<file path="config.mk">
export PLATFORM = sky130hd
export DESIGN_NAME = upsample_2x2
export DESIGN_NICKNAME = d
export VERILOG_FILES = /design/src/rtl/upsample_2x2.sv
export SDC_FILE = /design/constraint.sdc
export NUM_CORES = 1
export LEC_CHECK = 0
export CAP_MARGIN = 5
export CORE_MARGIN = 1.5
export CORE_UTILIZATION = 65
export DETAILED_ROUTE_END_ITERATION = 8
export GPL_ROUTABILITY_DRIVEN = 0
export PLACE_DENSITY = 0.84
export SKIP_LAST_GASP = 1
export SYNTH_ARGS = -nofsm -noshare
export SYNTH_HDL_FRONTEND = slang
export SYNTH_SLANG_ARGS = --single-unit
</file>
<file path="constraint.sdc">
create_clock -name clk -period 4 [get_ports clk]
set_input_delay 0.8 -clock clk [delete_from_list [all_inputs] [get_ports clk]]
set_output_delay 0.8 -clock clk [all_outputs]
set_load 0.01 [all_outputs]
</file>
<file path="src/rtl/upsample_2x2.sv">
// Streaming 2x2 nearest-neighbour upsampler. Each input pixel is emitted twice
// on the even output row, and the row is replayed from a line buffer for the odd row.
module upsample_2x2 #(
  parameter int DATA_WIDTH   = 20,
  parameter int INPUT_WIDTH  = 13,
  parameter int INPUT_HEIGHT = 13
) (
  input  logic                         clk,
  input  logic                         rst_n,
  input  logic                         enable,
  input  logic signed [DATA_WIDTH-1:0] data_in,
  input  logic                         valid_in,
  output logic                         ready_out,
  output logic signed [DATA_WIDTH-1:0] data_out,
  output logic                         valid_out,
  input  logic                         ready_in,
  output logic                         frame_done
);

  localparam int COL_W = (INPUT_WIDTH > 1) ? $clog2(INPUT_WIDTH) : 1;
  localparam int ROW_W = (INPUT_HEIGHT > 1) ? $clog2(INPUT_HEIGHT) : 1;
  localparam logic [COL_W-1:0] COL_LAST = COL_W'(INPUT_WIDTH - 1);
  localparam logic [ROW_W-1:0] ROW_LAST = ROW_W'(INPUT_HEIGHT - 1);

  typedef enum logic {FILL, REPLAY} state_t;

  state_t                                  state, state_n;
  logic [COL_W-1:0]                        col, col_n;
  logic [ROW_W-1:0]                        row, row_n;
  logic                                    dup, dup_n;
  logic signed [DATA_WIDTH-1:0]            hold, hold_n;
  logic signed [DATA_WIDTH-1:0]            data_n;
  logic                                    valid_n;
  logic [INPUT_WIDTH-1:0][DATA_WIDTH-1:0]  row_buf;
  logic                                    arm;
  logic                                    last_pend;
  logic                                    slot, adv, in_acc, fire;

  assign slot      = !valid_out || ready_in;
  assign adv       = enable && slot;
  assign ready_out = enable && (state == FILL) && !dup && slot;
  assign in_acc    = valid_in && ready_out;
  // A beat only transfers when the block is enabled; otherwise it stays presented.
  assign fire      = enable && valid_out && ready_in;

  always_comb begin
    state_n = state;
    col_n   = col;
    row_n   = row;
    dup_n   = dup;
    hold_n  = hold;
    data_n  = data_out;
    valid_n = valid_out;
    arm     = 1'b0;
    if (adv) begin
      unique case (state)
        FILL: begin
          if (!dup) begin
            if (valid_in) begin
              hold_n  = data_in;
              data_n  = data_in;
              valid_n = 1'b1;
              dup_n   = 1'b1;
            end else begin
              valid_n = 1'b0;
            end
          end else begin
            data_n  = hold;
            valid_n = 1'b1;
            dup_n   = 1'b0;
            if (col == COL_LAST) begin
              col_n   = '0;
              state_n = REPLAY;
            end else begin
              col_n = col + 1'b1;
            end
          end
        end
        REPLAY: begin
          data_n  = row_buf[col];
          valid_n = 1'b1;
          dup_n   = !dup;
          if (dup) begin
            if (col == COL_LAST) begin
              col_n   = '0;
              state_n = FILL;
              if (row == ROW_LAST) begin
                row_n = '0;
                arm   = 1'b1;
              end else begin
                row_n = row + 1'b1;
              end
            end else begin
              col_n = col + 1'b1;
            end
          end
        end
        default: state_n = FILL;
      endcase
    end
  end

  always_ff @(posedge clk or negedge rst_n) begin
    if (!rst_n) begin
      state     <= FILL;
      col       <= '0;
      row       <= '0;
      dup       <= 1'b0;
      hold      <= '0;
      data_out  <= '0;
      valid_out <= 1'b0;
    end else begin
      state     <= state_n;
      col       <= col_n;
      row       <= row_n;
      dup       <= dup_n;
      hold      <= hold_n;
      data_out  <= data_n;
      valid_out <= valid_n;
    end
  end

  always_ff @(posedge clk or negedge rst_n) begin
    if (!rst_n) row_buf <= '0;
    else if (in_acc) row_buf[col] <= data_in;
  end

  // last_pend marks that the beat now loaded is the frame's final one; the pulse
  // follows its transfer, which may be delayed by backpressure.
  always_ff @(posedge clk or negedge rst_n) begin
    if (!rst_n) begin
      last_pend  <= 1'b0;
      frame_done <= 1'b0;
    end else begin
      frame_done <= fire && last_pend;
      if (arm)       last_pend <= 1'b1;
      else if (fire) last_pend <= 1'b0;
    end
  end

endmodule
</file>
Word level (Yosys, flattened, before mapping)
Cells that the tools add are included.
{"block": "word_totals", "latch_bits": 0, "ramBits": 0, "ff_bits": 313, "n_memories": 0, "wordCells": 76, "romBits": 0, "output_inout_bits": 23, "input_bits": 25}
{"block": "op_classes", "n_reduce_logical": 17, "n_addsub": 2, "eq_ne": 3, "n_mul": 0, "bitwise": 2, "shifts": 0, "div_mod_pow": 0, "magnitude_cmp": 2, "mux": 28}
{"cell": "bitwise mux 260 bit", "count": 1}
{"cell": "binary-select mux 20 bit (select 4 bit)", "count": 1}
{"cell": "demux 20 bit (select 4 bit)", "count": 1}
{"cell": "2-to-1 mux 20 bit", "count": 4}
{"cell": "case mux 20 bit (2 select lines)", "count": 1}
{"cell": "2-to-1 mux 1 bit", "count": 14}
{"cell": "2-to-1 mux 4 bit", "count": 3}
{"cell": "logical AND 1 bit", "count": 9}
{"cell": "adder 4 x 1 -> 4 bit (second input constant)", "count": 2}
{"cell": "== test 4 bit (second input constant)", "count": 2}
{"cell": "AND reduction 4 bit", "count": 2}
{"cell": "case mux 1 bit (2 select lines)", "count": 3}
{"cell": "< comparator 4 x 5 -> 1 bit (second input constant)", "count": 1}
{"cell": ">= comparator 4 x 1 -> 1 bit (second input constant)", "count": 1}
{"cell": "AND reduction 2 bit", "count": 2}
{"cell": "inequality test 3 bit (second input constant)", "count": 1}
{"cell": "zero test 1 bit", "count": 2}
{"cell": "inverter 1 bit", "count": 2}
{"cell": "nonzero test 2 bit", "count": 1}
{"cell": "logical OR 1 bit", "count": 1}

Depth between registers and ports, before layout
Gate-level depths: netlist of the first run.
{"block": "depth", "word_depth": 7, "ltp_mapped": 9, "mapped_depth_nobuf": 6}

Least setup slack after synthesis of the first run
OpenSTA, ideal clock, no wires.
{"block": "synth_timing", "kind": "register to register", "start": "reg col[1]", "end": "reg row_buf[240] (netlist bit)", "period_less_slack_ns": 2.158, "stages_incl_launch_ff": 10, "path_slack_ns": 1.842, "t_arrival_ns": 2.033, "required_time_ns": 3.875, "setup_time_ns": 0.125, "path_buffers": 4, "path_cell_list": "dfrtp_1 buf_2 buf_4 buf_2 inv_1 ha_1 nand3_1 or2_1 buf_2 mux2_2"}
{"block": "synth_between", "elab_chain_len": 5, "word_cells_on_any_way": 6, "cone_classes": "order compare (2); mux (3); reduce/logical (1)"}
{"item": "from (decl)", "line_no": "28", "rtl": "logic [COL_W-1:0] col, col_n;"}
{"item": "from (signal assigned)", "line_no": "114", "rtl": "col <= col_n;"}
{"item": "< comparator 4 x 5 -> 1 bit (implied by the code) or >= comparator 4 x 1 -> 1 bit (tied branches)", "line_no": "125", "rtl": "else if (in_acc) row_buf[col] <= data_in;"}
{"item": "logical AND 1 bit (implied by the code)", "line_no": "125"}
{"item": "2-to-1 mux 20 bit (implied by the code)", "line_no": "125"}
{"item": "demux 20 bit (select 4 bit) *", "line_no": "125"}
{"item": "bitwise mux 260 bit *", "line_no": "125"}
{"item": "to (signal, indexed assignment)", "line_no": "125"}
{"item": "to (decl)", "line_no": "34", "rtl": "logic [INPUT_WIDTH-1:0][DATA_WIDTH-1:0] row_buf;"}
Every way passes the cells marked *; elsewhere a longest branch is shown, timed or not.
A chain may end at the register's enable or synchronous reset.

Worst setup path in the final report of the first run
{"block": "layout_timing", "start": "in ready_in", "end": "out ready_out"}
{"block": "layout_between", "elab_chain_len": 2}
{"item": "from (decl)", "line_no": "16", "rtl": "input logic ready_in,"}
{"item": "logical OR 1 bit", "line_no": "39", "rtl": "assign slot = !valid_out || ready_in;"}
{"item": "logical AND 1 bit", "line_no": "41", "rtl": "assign ready_out = enable && (state == FILL) && !dup && slot;"}
{"item": "to (decl)", "line_no": "13", "rtl": "output logic ready_out,"}
Every way passes these cells.

==> impl_metrics.yaml, run 1 <==
pwr:
  p_seq_share_pct: 42.7
  power_density_mw_per_mm2: 694
  clkPwrFrac_pct: 26.7
  power.net_switching_w: 0.00364
  p_leak_nw: 8.28
  finalPower_w: 0.0117
  comb_power_share_pct: 30.5
  peakVddDrop_uv: 455
  p_sw_share_pct: 31.2
  p_int_w: 0.00804
detailed_routing:
  firstDrtPassIters: 5
  routed_wirelength_um: 35800
  drt_iter0_markers: 777
  vias: 9539
  routedWlPerCell_um: 24.4
  final_antenna_net_count: 0
  drc: 0
  vias_per_cell: 6.50
layout:
  instances_no_fill: 1468
  drive_above_1_share_pct: 31.5
  area_delta_synth_final_pct: 11.7
  nNetsFinal: 1189
  fillers: 1373
global_route:
  grt_max_degree: 109
  antenna_found_initial: 1
  grt_pass1_vias: 10036
  grtUsageTotal_pct: 30.9
  grt_pass1_wl_um: 56900
  grt_remaining_overflow: 0
clock_tree:
  htree_num_levels: 2
  clk-insertion-delay-late_ns: 0.51
  postCtsHoldBufs: 0
  cts_resized: 0
  cts.path.max_buffers: 3
  clock_tree.root_cell: "clkbuf_16"
  cts_setup_buffers: 0
  cts-buffers-inserted: 34
  cts.sinks: 313
  path_clk_slew_ns: 0.06
  cts_tree: "yes"
synth:
  ys_types: 43
  yosys.area_share.simple_pct: 6.01
  syn_area_sq_mm: 0.0151
  synthXorXnorAreaFrac_pct: 0.0581
  yosysWarnings: 0
  synth_top_family_by_area: "multiplexers"
  yosysSeqAreaShare_pct: 52.0
  syn_inst: 1132
  synth-seq-cells: 313
  ys_async_sr_fraction_pct: 100
  synth_mux_area_share_pct: 31.3
  synthFlopType: "dfrtp_1"
  synth.area.top_cells: "dfrtp_1 (52%), mux2_4 (15%), mux2_2 (8.2%)"
  synthAdderAreaFrac_pct: 0.498
  synth_nets: 1163
  synth-edff-count: 0
  synth_top_area_share_pct: 52.0
  synth_top_cell_by_area: "dfrtp_1"
  synth-compound-area-share_pct: 5.71
  syn_area_per_cell_sq_um: 13.3
setup_path:
  worst_path_dominant_cell_family: "buffers and inverters"
  cp_max_fo: 7
  cp.arrival_ns: 2.62
  critical_path_buf_inv_count: 2
  crit_top_cell: "clkdlybuf4s50_1"
  cp_slowest_cell: "clkdlybuf4s50_1"
  crit_chain: "clkdlybuf4s50_1, nand2b_2, nand2_1, nor3_1, clkdlybuf4s50_1"
  critPathKind: "primary input to output port"
  cpPeakStageDelay_ns: 0.67
  crit_required_ns: 3.20
  critPathLaunchType: "primary input"
  cp-end-kind: "output port"
placement:
  dpl.hpwl_um: 20900
  preCtsSetupSlack_ns: 0.588
  dp_cells: 1407
  io_buffers: 47
sta:
  slew_violations: 0
  setup_viol: 0
  min_period_ns: 3.42
  final.setup.tns_ns: 0
  fin_skew_ns: 0.0194
  max_freq_ghz: 0.292
  tightest_slew_ns: 1.17
  hold_ws_ns: 0.288
  slew_headroom_pct: 22.2
  worst_slack_ns: 0.580
  rsz0062_at_grt: "false"
  finalCritPeriodShare_pct: 85.5
  hold_viol: 0
floorplan:
  rows: 55
  dieWidth_um: 155
  die-height_um: 155
  initial_core_util_pct: 66.3
  core_sq_mm: 0.0227
  die-area_sq_mm: 0.0241
  pin_count: 48
status:
  status: "complete, no violations"
hold_path:
  hold_class: "primary input to async pin"
job:
  drv_cap: 0
## cell families (layout without fill, tap and decap cells)
kind of cell | count (synthesis) | after routing
AO/OA/AOI/OAI | 135 | 135
XOR/XNOR | 1 | 1
adder cells (fa/ha/maj) | 6 | 6
buffers and inverters | 122 | 172
flip-flops | 313 | 313
multiplexers | 380 | 380
other | 0 | 1
AND/OR/NAND/NOR | 175 | 175
## stage by stage
step	cell area, sq um	utilization (%)
after floorplan	15100	-
after global placement	15700	69.2
after detailed placement	15700	69.2
after CTS	16800	74.1
after global routing	16800	74.1
final	16800	74.1
## final cells by class
cell class	instances	area [sq um]	area share, %
sequential	313	7840	46.6
multi-input combinational	697	6590	39.1
clock buffer	47	991	5.89
timing repair buffer	87	838	4.98
tap	285	357	2.12
clock inverter	13	119	0.706
inverter	25	93.8	0.558
antenna	1	2.50	0.0149
## registers in the layout, indices dropped and copies added, names as in the netlist, 4 cells and up
signal / flops
col: 4
data_out: 20
hold: 20
row: 4
row_buf: 260
## Yosys cell counts (2+ instances only)
| library cell | number |
|---|---|
| a21oi_1 | 2 |
| ha_1 | 6 |
| mux2_4 | 150 |
| and2_1 | 2 |
| mux4_2 | 2 |
| o31ai_1 | 19 |
| nand3_2 | 8 |
| mux2_2 | 110 |
| buf_4 | 6 |
| o21ai_0 | 31 |
| and4_1 | 2 |
| clkbuf_1 | 39 |
| a211oi_1 | 20 |
| dfrtp_1 | 313 |
| nand3b_1 | 4 |
| nand2_1 | 89 |
| nor2b_1 | 22 |
| nor2_1 | 4 |
| a21o_1 | 3 |
| o22ai_1 | 58 |
| mux2_1 | 2 |
| nor4_1 | 19 |
| mux2i_1 | 116 |
| nor3_1 | 3 |
| or3b_1 | 3 |
| nand3_1 | 8 |
| nand4_1 | 3 |
| inv_1 | 25 |
| buf_2 | 33 |
| buf_6 | 17 |
## power groups by stage
stage / Combinational (W) / Clock (W) / Sequential [W]
after global placement: 0.00339 / 0 / 0.00492
after global routing: 0.00381 / 0.00328 / 0.00509
after detailed placement: 0.00351 / 0 / 0.00497
final: 0.00357 / 0.00312 / 0.00499
after floorplan: 0.00272 / 0 / 0.00473
after CTS: 0.00355 / 0.00316 / 0.00497
## final timing paths
path | start | cells past startpoint | slack, ns | endpoint
hold / removal | rst_n | 1 | 0.29 | row_buf[62]$_DFFE_PN0P_
setup / recovery | ready_in | 5 | 0.58 | ready_out
hold reg to reg | data_out[3]$_DFFE_PN0P_ | 2 | 0.47 | data_out[3]$_DFFE_PN0P_
max in group asynchronous | rst_n | 2 | 2.70 | row_buf[185]$_DFFE_PN0P_
setup reg to reg | col[2]$_DFFE_PN0P_ | 4 | 1.25 | data_out[7]$_DFFE_PN0P_
min in group clk | data_out[3]$_DFFE_PN0P_ | 2 | 0.47 | data_out[3]$_DFFE_PN0P_
## placed cells by master (no fill, tap or decap), drive strengths merged, types with 3 or more instances in the layout
cell type / netlist / final
a211oi: 20 / 20
a21o: 3 / 3
buf: 58 / 41
clkbuf: 39 / 47
clkdlybuf4s50: 0 / 46
clkinv: 0 / 10
dfrtp: 313 / 313
ha: 6 / 6
inv: 25 / 26
mux2: 262 / 262
mux2i: 116 / 116
nand2: 89 / 89
nand3: 16 / 16
nand3b: 4 / 4
nand4: 3 / 3
nor2: 5 / 5
nor2b: 22 / 22
nor3: 3 / 3
nor4: 19 / 19
o21ai: 31 / 31
o22ai: 58 / 58
o31ai: 19 / 19
or3b: 3 / 3
## per-layer routing
metal	part of all wire [%]	routed length (um)	up-vias	track usage, %
met5	0	0	-	0
met4	4.0	1430	0	14.0
met3	6.3	2250	111	5.18
met2	47	16700	388	48.0
met1	43	15500	4925	43.1
li1	-	-	4115	-
Power figures use the tool's default switching activity.
==> run 2: changes to the inputs <==
--- a/config.mk
+++ b/config.mk
@@ -6,6 +6,7 @@
 export NUM_CORES = 1
 export LEC_CHECK = 0
 export CAP_MARGIN = 5
+export CORE_ASPECT_RATIO = 1.25
 export CORE_MARGIN = 1.5
 export CORE_UTILIZATION = 65
 export DETAILED_ROUTE_END_ITERATION = 8
==> impl_metrics.yaml, run 2 (same netlist as run 1, synthesis figures left out) <==
job:
  drv_cap: 0
detailed_routing:
  final_antenna_net_count: 0
  routedWlPerCell_um: 24.1
  vias: 9387
  firstDrtPassIters: 6
  vias_per_cell: 6.41
  drc: 6
  drt_iter0_markers: 524
  routed_wirelength_um: 35400
pwr:
  peakVddDrop_uv: 492
  clkPwrFrac_pct: 25.7
  comb_power_share_pct: 31.0
  p_int_w: 0.00795
  power_density_mw_per_mm2: 686
  p_sw_share_pct: 30.9
  power.net_switching_w: 0.00356
  p_leak_nw: 8.23
  p_seq_share_pct: 43.2
setup_path:
  cp_max_fo: 7
  critPathLaunchType: "primary input"
  r2r-end: "row_buf[14]$_DFFE_PN0P_"
  r2r-start: "dup$_DFFE_PN0N_"
  crit_required_ns: 3.20
  cp.arrival_ns: 2.38
  r2r_setup_slack_ns: 1.28
  critPathKind: "primary input to output port"
  cp-end-kind: "output port"
  reg2regPathDepth: 6
layout:
  instances_no_fill: 1465
  nNetsFinal: 1185
  layout_common_cells: "dfrtp_1 (310), mux2_4 (150), mux2i_1 (116), mux2_2 (110), nand2_1 (89)"
  largest_registers: "row_buf x260, data_out x20, hold x20"
  final_common_cell: "dfrtp_1"
  drive_above_1_share_pct: 30.8
  area_delta_synth_final_pct: 11.3
  diodes: 0
  top_register: "row_buf"
  fillers: 1420
  largest_reg_flops: 260
  regArea_sq_mm: 0.00784
  finalCoreUtilization_pct: 73.3
  multi_input_area_sq_mm: 0.00659
global_route:
  grt_max_degree: 129
  grtUsageTotal_pct: 30.1
  grt_pass1_vias: 9980
  antenna_found_initial: 0
  grt_remaining_overflow: 0
  grt_pass1_wl_um: 56100
floorplan:
  initial_core_util_pct: 65.8
  dieWidth_um: 139
  core_sq_mm: 0.0229
  die-height_um: 173
  pin_count: 48
  rows: 62
  die-area_sq_mm: 0.0241
clock_tree:
  clk-insertion-delay-late_ns: 0.57
  clock_tree.root_cell: "clkbuf_16"
  cts-buffers-inserted: 30
  htree_num_levels: 1
  cts.sinks: 313
  postCtsHoldBufs: 0
  path_clk_slew_ns: 0.07
  cts_resized: 0
  cts_tree: "yes"
  cts_setup_buffers: 0
  cts.path.max_buffers: 3
sta:
  hold_viol: 0
  rsz0062_at_grt: "false"
  finalCritPeriodShare_pct: 79.6
  min_period_ns: 3.18
  max_freq_ghz: 0.314
  final.setup.tns_ns: 0
  setup_viol: 0
  tightest_slew_ns: 1.23
  slew_violations: 0
  slew_headroom_pct: 17.9
  fin_skew_ns: 0.0322
placement:
  dpl.hpwl_um: 21000
  io_buffers: 47
  dp_cells: 1410
status:
  failed_checks: "design-rule violations"
  status: "finished with violations"
hold_path:
  hold_class: "primary input to async pin"
run 2: cell count changes in the layout (fill, tap and decap cells not counted), moves of 2 or more:
cell	before	now
bufinv_16	2	4
clkbuf_1	5	9
clkbuf_16	35	30
clkinv_2	10	3
run 2: how the worst max path moves through the flow:
| stage | cells past startpoint | slack (ns) | to | startpoint |
|---|---|---|---|---|
| 2_1_floorplan | 9 | 1.84 | row_buf[240]$_DFFE_PN0P_ | col[1]$_DFFE_PN0P_ |
| 3_3_place_gp | 5 | 0.87 | ready_out | ready_in |
| 3_5_place_dp | 5 | 0.82 | ready_out | ready_in |
| 4_1_cts | 5 | 0.82 | ready_out | ready_in |
| 5_1_grt | 5 | 0.77 | ready_out | ready_in |
| 6_report | 5 | 0.82 | ready_out | ready_in |
run 2: final cells by class:
type                       instances  share of cell area [%]
clock buffer                      46                    5.25
clock inverter                     9                   0.947
inverter                          25                   0.560
multi-input combinational        697                    39.3
sequential                       313                    46.7
tap                              288                    2.15
timing repair buffer              87                    5.07
run 2: worst max-delay path, cell delays in order:
cell,delay [ns]
clkdlybuf4s50_1,0.50
nand2b_2,0.21
nand2_1,0.11
nor3_1,0.18
clkdlybuf4s50_1,0.59
run 2: power by group through the flow:
stage | Combinational (W) | Sequential (W) | Clock, W
floorplan | 0.00272 | 0.00473 | 0
detailed placement | 0.00354 | 0.00497 | 0
CTS | 0.00357 | 0.00495 | 0.00300
global route | 0.00381 | 0.00508 | 0.00313
global placement | 0.00342 | 0.00492 | 0
finish | 0.00357 | 0.00498 | 0.00296
run 2: per-layer routing:
layer	GRT usage, %	vias to the layer above	wire length (um)
li1	-	4109	-
met1	39.6	4868	14700
met2	50.1	296	17300
met3	3.71	114	1680
met4	13.8	0	1680
met5	0	-	0
run 2: stage by stage:
stage | worst slack [ns] | total power (W) | hold slack [ns] | instance area, sq um
2_1_floorplan | 1.84 | 0.00745 | 0.442 | 15100
3_3_place_gp | 0.875 | 0.00833 | 0.455 | 15700
3_5_place_dp | 0.823 | 0.00851 | 0.463 | 15700
4_1_cts | 0.820 | 0.0115 | 0.376 | 16800
5_1_grt | 0.770 | 0.0120 | 0.422 | 16800
6_report | 0.815 | 0.0115 | 0.306 | 16800
==> run 3: changes to the inputs <==
--- a/config.mk
+++ b/config.mk
@@ -8,10 +8,10 @@
 export CAP_MARGIN = 5
 export CORE_ASPECT_RATIO = 1.25
 export CORE_MARGIN = 1.5
-export CORE_UTILIZATION = 65
+export CORE_UTILIZATION = 56
 export DETAILED_ROUTE_END_ITERATION = 8
 export GPL_ROUTABILITY_DRIVEN = 0
-export PLACE_DENSITY = 0.84
+export PLACE_DENSITY = 0.77
 export SKIP_LAST_GASP = 1
 export SYNTH_ARGS = -nofsm -noshare
 export SYNTH_HDL_FRONTEND = slang
==> constraint.sdc (replaced) <==
create_clock -name clk -period 2.8 [get_ports clk]
set_input_delay 0.56 -clock clk [delete_from_list [all_inputs] [get_ports clk]]
set_output_delay 0.56 -clock clk [all_outputs]
set_load 0.01 [all_outputs]
==> impl_metrics.yaml, run 3 (same netlist as run 1, synthesis figures left out) <==
layout:
  area_delta_synth_final_pct: 14.9
  largest_reg_flops: 260
  diodes: 0
  drive_above_1_share_pct: 33.0
  multi_input_area_sq_mm: 0.00659
  layout_common_cells: "dfrtp_1 (310), mux2_4 (150), mux2i_1 (116), mux2_2 (110), nand2_1 (89)"
  largest_registers: "row_buf x260, data_out x20, hold x20"
  fillers: 1906
  top_register: "row_buf"
  stdcell_area_sq_mm: 0.0173
  final_common_cell: "dfrtp_1"
  nNetsFinal: 1214
  regArea_sq_mm: 0.00784
global_route:
  grt_pass1_wl_um: 57800
  antenna_found_initial: 0
  grt_remaining_overflow: 0
  grt_max_degree: 79
  grtUsageTotal_pct: 26.9
  grt_pass1_vias: 10050
clock_tree:
  postCtsHoldBufs: 0
  clock_tree.root_cell: "clkbuf_16"
  clk-insertion-delay-late_ns: 0.52
  cts-buffers-inserted: 34
  cts_tree: "yes"
  cts.path.max_buffers: 3
  path_clk_slew_ns: 0.06
  cts_setup_buffers: 0
  cts_resized: 0
  htree_num_levels: 2
  cts.sinks: 313
pwr:
  p_leak_nw: 8.49
  power_density_mw_per_mm2: 995
  peakVddDrop_uv: 756
setup_path:
  worst_path_dominant_cell_family: "buffers and inverters"
  cp_max_fo: 7
  cp-end-kind: "output port"
  cp.arrival_ns: 2.08
  cp_slowest_cell: "clkdlybuf4s50_1"
  critPathKind: "primary input to output port"
  critical_path_buf_inv_count: 2
  cpPeakStageDelay_ns: 0.56
  crit_required_ns: 2.24
  crit_chain: "clkdlybuf4s50_1, nand2b_2, nand2_1, nor3_1, clkdlybuf4s50_1"
  critPathLaunchType: "primary input"
  crit_top_cell: "clkdlybuf4s50_1"
floorplan:
  rows: 66
  core_sq_mm: 0.0263
  die-area_sq_mm: 0.0279
  pin_count: 48
  initial_core_util_pct: 57.4
  die-height_um: 186
  dieWidth_um: 150
sta:
  min_period_ns: 2.64
  tightest_slew_ns: 0.647
  fin_skew_ns: 0.0121
  slew_headroom_pct: 56.9
  rsz0062_at_grt: "false"
  max_freq_ghz: 0.379
  slew_violations: 0
  setup_viol: 0
  finalCritPeriodShare_pct: 94.2
  hold_viol: 0
  worst_slack_ns: 0.162
  hold_ws_ns: 0.0370
  final.setup.tns_ns: 0
detailed_routing:
  final_antenna_net_count: 0
  vias_per_cell: 6.03
  vias: 9338
  drt_iter0_markers: 519
  drc: 0
  routedWlPerCell_um: 23.4
  firstDrtPassIters: 5
  routed_wirelength_um: 36300
placement:
  io_buffers: 47
  preCtsSetupSlack_ns: 0.163
  placed_area_sq_mm: 0.0161
  dpl.hpwl_um: 22000
hold_path:
  hold_class: "primary input to async pin"
status:
  status: "complete, no violations"
job:
  drv_cap: 0
[run 3: final timing paths]
check                      cells past startpoint                 from  slack, ns                  endpoint
max                                            5             ready_in       0.16                 ready_out
min                                            1                rst_n       0.04  row_buf[251]$_DFFE_PN0P_
max reg2reg                                    6   col[2]$_DFFE_PN0P_       0.50  data_out[14]$_DFFE_PN0P_
min reg2reg                                    2  hold[0]$_DFFE_PN0P_       0.48       hold[0]$_DFFE_PN0P_
max in group asynchronous                      2                rst_n       1.96   row_buf[12]$_DFFE_PN0P_
min in group clk                               2  hold[0]$_DFFE_PN0P_       0.48       hold[0]$_DFFE_PN0P_
[run 3: worst register-to-register path, cell delays in order (launching register included)]
cell and delay [ns]:
dfrtp_1 0.69, or3b_1 0.63, buf_4 0.29, o22ai_1 0.16, nor4_1 0.08, buf_4 0.15
o31ai_1 0.20
[run 3: per-stage QoR]
step	util [%]	power [W]	std cells
4_1_cts	65.9	0.0173	1548
5_1_grt	65.9	0.0180	1548
3_5_place_dp	61.2	0.0123	1487
3_3_place_gp	61.2	0.0121	1487
2_1_floorplan	-	0.0106	1132
6_report	65.9	0.0172	1548
[run 3: area by class of cell]
cell class / instances / share of cell area, %
repair buffers: 112 / 6.44
clock inverters: 15 / 1.34
inverters: 25 / 0.542
clock buffers: 46 / 5.84
flip-flops and latches: 313 / 45.3
well taps: 340 / 2.46
multi-input cells: 697 / 38.1
[run 3: routing by layer]
layer / up-vias / wire, um / track usage [%]
met5: - / 0 / 0
met4: 0 / 1270 / 10.4
met3: 82 / 1510 / 3.84
met2: 238 / 18200 / 45.4
met1: 4849 / 15200 / 34.9
li1: 4169 / - / -
[run 3: report_power, final]
group          switching (W)  internal, W  leakage (nW)
Clock                0.00183      0.00309         0.613
Sequential          0.000991      0.00605          4.14
Combinational        0.00239      0.00286          3.73
